===== config.mk =====
export PLATFORM = sky130hd
export DESIGN_NAME = cpu_sequencer
export DESIGN_NICKNAME = d
export VERILOG_FILES = /design/src/rtl/cpu_sequencer_pkg.sv /design/src/rtl/cpu_sequencer_seq_watchdog.sv /design/src/rtl/cpu_sequencer.sv
export SDC_FILE = /design/constraint.sdc
export NUM_CORES = 1
export LEC_CHECK = 0
export BUFFER_PORTS_ARGS = -buffer_cell sky130_fd_sc_hd__buf_2
export CAP_MARGIN = 20
export CELL_PAD_IN_SITES_DETAIL_PLACEMENT = 1
export CELL_PAD_IN_SITES_GLOBAL_PLACEMENT = 2
export CORE_ASPECT_RATIO = 0.75
export CORE_UTILIZATION = 24
export DETAILED_ROUTE_END_ITERATION = 8
export PLACE_DENSITY = 0.94
export SYNTH_ARGS = -nofsm -noshare
export SYNTH_HDL_FRONTEND = slang
export SYNTH_HIERARCHICAL = 1
export SYNTH_SLANG_ARGS = --single-unit

===== constraint.sdc =====
create_clock -name clk -period 2.8 [get_ports clk]
set_input_delay 0.14 -clock clk [delete_from_list [all_inputs] [get_ports clk]]
set_output_delay 0.14 -clock clk [all_outputs]
set_load 0.1 [all_outputs]

===== src/rtl/cpu_sequencer_pkg.sv =====
// Shared types and constants for the cpu_sequencer control FSM.
// Optional performance counters in the top are enabled by defining
// CPU_SEQ_PERF_COUNTERS_EN.
package cpu_sequencer_pkg;

  // Sequencer states; IDLE must stay the all-zero encoding (reset value).
  typedef enum logic [2:0] {
    IDLE   = 3'd0,
    FETCH  = 3'd1,
    DECODE = 3'd2,
    EXEC   = 3'd3,
    MEM    = 3'd4,
    DUMP   = 3'd5,
    HALT   = 3'd6,
    FAULT  = 3'd7
  } seq_state;

  // Register-file writeback source select.
  localparam logic WB_ALU = 1'b0;
  localparam logic WB_MEM = 1'b1;

  // PC update source select.
  localparam logic PC_SEQ = 1'b0;
  localparam logic PC_JMP = 1'b1;

  // States in which the sequencer waits on a memory handshake.
  function automatic logic is_wait_state(input seq_state s);
    return (s == FETCH) || (s == MEM);
  endfunction

  // States in which the core is considered running (counted as active cycles).
  function automatic logic is_active_state(input seq_state s);
    return !((s == IDLE) || (s == HALT) || (s == FAULT));
  endfunction

endpackage


===== src/rtl/cpu_sequencer_seq_watchdog.sv =====
// Memory-wait watchdog for the sequencer.
// Counts consecutive wait cycles without an ack. 'expired' is raised
// combinationally during the TIMEOUT_CYCLES-th wait cycle when that cycle
// also has no ack, so the caller can move to FAULT on the next edge while an
// ack arriving on that same last cycle is still honoured.
// TIMEOUT_CYCLES = 0 removes the counter and never expires.
module seq_watchdog #(
  parameter int unsigned TIMEOUT_CYCLES = 255
) (
  input  logic clk,
  input  logic rst,
  input  logic clear,
  input  logic count_en,
  output logic expired
);

  localparam int unsigned W = (TIMEOUT_CYCLES > 0) ? $clog2(TIMEOUT_CYCLES + 1) : 1;

  generate
    if (TIMEOUT_CYCLES == 0) begin : g_off
      logic unused_wd;
      assign unused_wd = ^{clk, rst, clear, count_en};
      assign expired   = 1'b0;
    end else begin : g_on
      // Number of completed wait cycles; the current cycle is the last one
      // allowed when this equals TIMEOUT_CYCLES-1.
      localparam logic [W-1:0] LAST = W'(TIMEOUT_CYCLES - 1);

      logic [W-1:0] count;

      // Wait-cycle counter: cleared outside a wait, advanced on each ack-less wait cycle.
      always_ff @(posedge clk or posedge rst) begin
        if (rst) begin
          count <= '0;
        end else if (clear) begin
          count <= '0;
        end else if (count_en && (count != LAST)) begin
          count <= count + 1'b1;
        end
      end

      assign expired = count_en && (count == LAST);
    end
  endgenerate

endmodule


===== src/rtl/cpu_sequencer.sv =====
// Multi-cycle control sequencer: FETCH -> DECODE -> EXEC [-> MEM] -> FETCH,
// with debug-dump, halt and a memory-wait watchdog that faults the core.
// Strobes are decoded combinationally from the current state and the
// handshake/decoder inputs, so an asynchronous reset drops every request and
// strobe immediately.
// Optional feature: define CPU_SEQ_PERF_COUNTERS_EN to build the cycle and
// retired-instruction counters; otherwise both count ports are tied to 0.
module cpu_sequencer
  import cpu_sequencer_pkg::*;
#(
  parameter int unsigned TIMEOUT_CYCLES = 255,
  parameter int unsigned CNT_W          = 32
) (
  input  logic             clk,
  input  logic             rst,
  // instruction memory handshake
  output logic             imemReq,
  input  logic             imemAck,
  output logic             irWE,
  // decoder control
  input  logic             jmpEn,
  input  logic             lsEn,
  input  logic             isStore,
  input  logic             aluWE,
  input  logic             xHalt,
  input  logic             xDebugDump,
  input  logic             branchTaken,
  // data memory handshake
  output logic             dmemReq,
  output logic             dmemWe,
  input  logic             dmemAck,
  // datapath strobes
  output logic             rfWE,
  output logic             rfWbSel,
  output logic             pcWE,
  output logic             pcSel,
  output logic             dumpStrobe,
  // status
  output logic             halted,
  output logic             fault,
  output logic [CNT_W-1:0] cycleCount,
  output logic [CNT_W-1:0] instretCount
);

  seq_state state;
  seq_state state_next;

  logic waiting;
  logic ack;
  logic wd_expired;

  // A handshake ack only counts in the state that issued the request.
  assign waiting = is_wait_state(state);
  assign ack     = ((state == FETCH) && imemAck) || ((state == MEM) && dmemAck);

  seq_watchdog #(
    .TIMEOUT_CYCLES(TIMEOUT_CYCLES)
  ) u_watchdog (
    .clk      (clk),
    .rst      (rst),
    .clear    (!waiting || ack),
    .count_en (waiting && !ack),
    .expired  (wd_expired)
  );

  // State register.
  always_ff @(posedge clk or posedge rst) begin
    if (rst) begin
      state <= IDLE;
    end else begin
      state <= state_next;
    end
  end

  // Next-state and strobe decode; every output defaults to inactive.
  always_comb begin
    state_next = state;
    imemReq    = 1'b0;
    irWE       = 1'b0;
    dmemReq    = 1'b0;
    dmemWe     = 1'b0;
    rfWE       = 1'b0;
    rfWbSel    = WB_ALU;
    pcWE       = 1'b0;
    pcSel      = PC_SEQ;
    dumpStrobe = 1'b0;
    halted     = 1'b0;
    fault      = 1'b0;

    case (state)
      IDLE: begin
        state_next = FETCH;
      end

      FETCH: begin
        imemReq = 1'b1;
        if (imemAck) begin
          irWE       = 1'b1;
          state_next = DECODE;
        end else if (wd_expired) begin
          state_next = FAULT;
        end
      end

      DECODE: begin
        // Halt outranks a debug dump encoded in the same instruction.
        if (xHalt) begin
          state_next = HALT;
        end else if (xDebugDump) begin
          state_next = DUMP;
        end else begin
          state_next = EXEC;
        end
      end

      EXEC: begin
        if (jmpEn) begin
          pcWE       = 1'b1;
          pcSel      = branchTaken ? PC_JMP : PC_SEQ;
          state_next = FETCH;
        end else if (lsEn) begin
          state_next = MEM;
        end else if (aluWE) begin
          rfWE       = 1'b1;
          rfWbSel    = WB_ALU;
          pcWE       = 1'b1;
          pcSel      = PC_SEQ;
          state_next = FETCH;
        end else begin
          pcWE       = 1'b1;
          pcSel      = PC_SEQ;
          state_next = FETCH;
        end
      end

      MEM: begin
        dmemReq = 1'b1;
        dmemWe  = isStore;
        if (dmemAck) begin
          pcWE  = 1'b1;
          pcSel = PC_SEQ;
          if (!isStore) begin
            rfWE    = 1'b1;
            rfWbSel = WB_MEM;
          end
          state_next = FETCH;
        end else if (wd_expired) begin
          state_next = FAULT;
        end
      end

      DUMP: begin
        dumpStrobe = 1'b1;
        pcWE       = 1'b1;
        pcSel      = PC_SEQ;
        state_next = FETCH;
      end

      HALT: begin
        halted = 1'b1;
      end

      FAULT: begin
        fault  = 1'b1;
        halted = 1'b1;
      end

      default: begin
        state_next = IDLE;
      end
    endcase
  end

`ifdef CPU_SEQ_PERF_COUNTERS_EN
  logic [CNT_W-1:0] cycle_cnt;
  logic [CNT_W-1:0] instret_cnt;

  // Performance counters: running cycles and retired instructions, wrapping naturally.
  always_ff @(posedge clk or posedge rst) begin
    if (rst) begin
      cycle_cnt   <= '0;
      instret_cnt <= '0;
    end else begin
      if (is_active_state(state)) begin
        cycle_cnt <= cycle_cnt + 1'b1;
      end
      if (pcWE) begin
        instret_cnt <= instret_cnt + 1'b1;
      end
    end
  end

  assign cycleCount   = cycle_cnt;
  assign instretCount = instret_cnt;
`else
  assign cycleCount   = '0;
  assign instretCount = '0;
`endif

endmodule


==> results.md <==
* Status: finished, final reports clean
* Setup TNS at 0 ns
* Critical path origin: state[1]
* Router iterations before antenna repair at 4
* Via density at 3.722
* Post-synth top area share at 37.01%
* Netlist cell types at 42
* Cell taking the most area after synthesis: buf_4
* Tmin final at 2.044 ns
* Gpl congestion at 0.7639
* Fillers at 681
* Area of the multi-input gates at 768.2 um2
* Via count of the first global-routing pass at 818
* Residual DRC at 0
* Sequential fraction of the synthesis area at 20.56%
* Die height at 66.68 um
* Syn Std Cell Area at ~1300 um2
* Critical path startpoint category: flop
* Post-Syn Area per Cell at 8.420 um2
* I/O pin total at 86
* Port Buf Inserts at 21
* Slowest CP cell: dfrtp_1
* Pleak at 0.6891 nW
* Final setup margin at 0.7565 ns
* Layout area overhead at -0.8414%
* Clock Skew at approximately 0.00053 ns
* Slowest stage delay, CP at 0.59 ns
* Later-pin clock latency in the skew report at 0.24 ns
* Max Buffers Root-to-Sink at 2
* Antenna violations before repair at 0
* Die X at between 80 and 90 um
* Layout cells sized above 1 at 21.67%
* # clock sinks at 11
* Max-cap violation count at 0
* Sw Ratio at roughly 69%
* Register bit total from synthesis at 11
* Starting DRC count in detailed routing at 40
* FF-to-FF Start: state[0]
* Synth top area cells: buf_4, dfrtp_1, nor2_1
* First-pass GRT wire length at 3.933 mm
* Most frequent cell after synthesis: buf_4
* FP Rows at 23
* Cell count after synthesis at 159
* Top_reg_cell synth: dfrtp_1
* WHS at 0.2167 ns
* Storage cell area at 275.3 um2
* FMAX at 489.4 MHz
* Clock buffer count from CTS at 3
* Pin count of the biggest net entering global routing at 18
* Root buffer cell: clkbuf_8
* Worst Setup EP: rfWE
* Clock share of power at 11.4%
* Die area at 5884 um2
* Worst-Margin Slew at just under 0.6 ns
* WL per Instance at 10.35 um
* Crit path buffers/inverters at 1
* Crit path max fanout at 17
* DRT Wirelength at 2.639 mm
* Unrepaired setup endpoints after global routing: false
* Design Power at 1.412 mW
* Final HPWL DP at ~2.2 mm
* Pre-CTS WS at between 0.9 and 1 ns
* Final ANT Viol Nets at 0
* Fin crit share at between 70% and 80%
* CTS clock-pin slew for the worst setup and hold paths at 0.05 ns
* Worst path depth at 4
* Fin. Hold Viols at 0
* Synth top cells by count: buf_4, dfrtp_1, nor2_1, a21oi_1, inv_1
* P per Cell Area at 1064 nW/um2
* Reg2reg setup slack at 0.91 ns
* Part of the power in registers at approximately 18%
* Slew margin rel. at 60.37%
* Clock tree from TritonCTS: built
* Crit. End Element: output pin
* Post-synth EDFFs at 0
* Gate power share at 70.6%
* Critical Path AT at 1.90 ns
* FF-to-FF path depth at 6
* FF-to-FF End: u_watchdog/g_on.count[0]
* Layout Cells excl Fill at 255
* NetSw at about 0.97 mW
* Initial core utilization at 25.01%
* Post-cts sizing count at 0
* Hold path cells at 2
* Post-synth ARST share at 100.0%
* Placed cell count at 250
* Worst path required time at between 2 and 3 ns
* H-tree depth at 1
* Fin. max-slew vios at 0
* Synth warn at 6
* Grt total ovfl at 0
* Crit path kind: reg2out
* Final #Nets at roughly 190
* Core ar. at 5353 um2
* Cells along the critical path: nor3b_4 > and3b_2 > o21bai_1 > buf_2
* Cell family with most CP delay: flip-flops
* Worst vdd ir at 0.1750 mV
* Tot GR Track Use at 8.750%
* # diodes at 0
* Via Count at 949
* Finish-stage setup viols at 0
* Worst min-delay path class: in2reg
* Pint at roughly 0.44 mW
==> registers in the layout (all words and copies together), names as in the netlist <==
| name | flops |
|---|---|
| u_watchdog/g_on.count | 8 |
| state | 3 |
==> kinds of logic after synthesis <==
| logic type | synth area share (%) |
|---|---|
| compound gates | 14.11 |
| flops | 20.56 |
| simple gates | 19.53 |
| other cells | 0.2801 |
| fa+ha+maj | 1.869 |
| buf+inv | 41.22 |
| mux | 2.430 |
==> area by class of cell <==
| type | count | area share (%) |
|---|---|---|
| clock buffers | 4 | 3.393 |
| inverters | 6 | 1.697 |
| multi-input cells | 136 | 57.87 |
| flip-flops and latches | 11 | 20.74 |
| well taps | 75 | 7.069 |
| repair buffers | 23 | 9.237 |
==> how the worst min path moves through the flow <==
stage,startpoint,endpoint,slack [ns]
global route,imemAck,state[1],0.22
finish,imemAck,state[1],0.22
global placement,rst,state[1],0.04
detailed placement,rst,state[1],0.04
CTS,imemAck,state[1],0.21
floorplan,rst,state[0],-0.11
==> stage by stage <==
step                      cell area [um2]  util (%)
after CTS                            1328     24.80
after detailed placement             1272     23.77
after floorplan                      1595         -
after global routing                 1328     24.80
final                                1328     24.80
after global placement               1272     23.77
==> placed cells by master (no fill, tap or decap), types with 3 or more instances in the layout <==
cell type   n
conb_1     64
buf_2      21
dfrtp_1    11
nor2_1      9
inv_1       6
a21oi_1     6
nand2_1     5
o32a_1      3
nand3_1     3
clkbuf_8    3
and3_1      3
a211oi_1    3
nor3_1      3
==> what timing repair did <==
action                                 CTS  global route
setup buffers                            0             0
hold buffers                             1             0
endpoints found under the hold margin   11             0
==> metal layers <==
layer,vias up,track usage [%],part of all wire [%]
li1,456,-,-
met1,443,11.71,48
met2,46,13.75,46
met3,4,1.859,5.3
met4,0,3.226,1.1
met5,-,0,0
==> power by group through the flow <==
stage,clock (mW),combinational (mW),sequential (mW)
global route,0.172,1.03,0.260
detailed placement,0,0.995,0.255
floorplan,0,1.04,0.203
CTS,0.166,0.997,0.253
global placement,0,0.990,0.250
finish,0.161,0.998,0.254
Power figures use the tool's default switching activity.
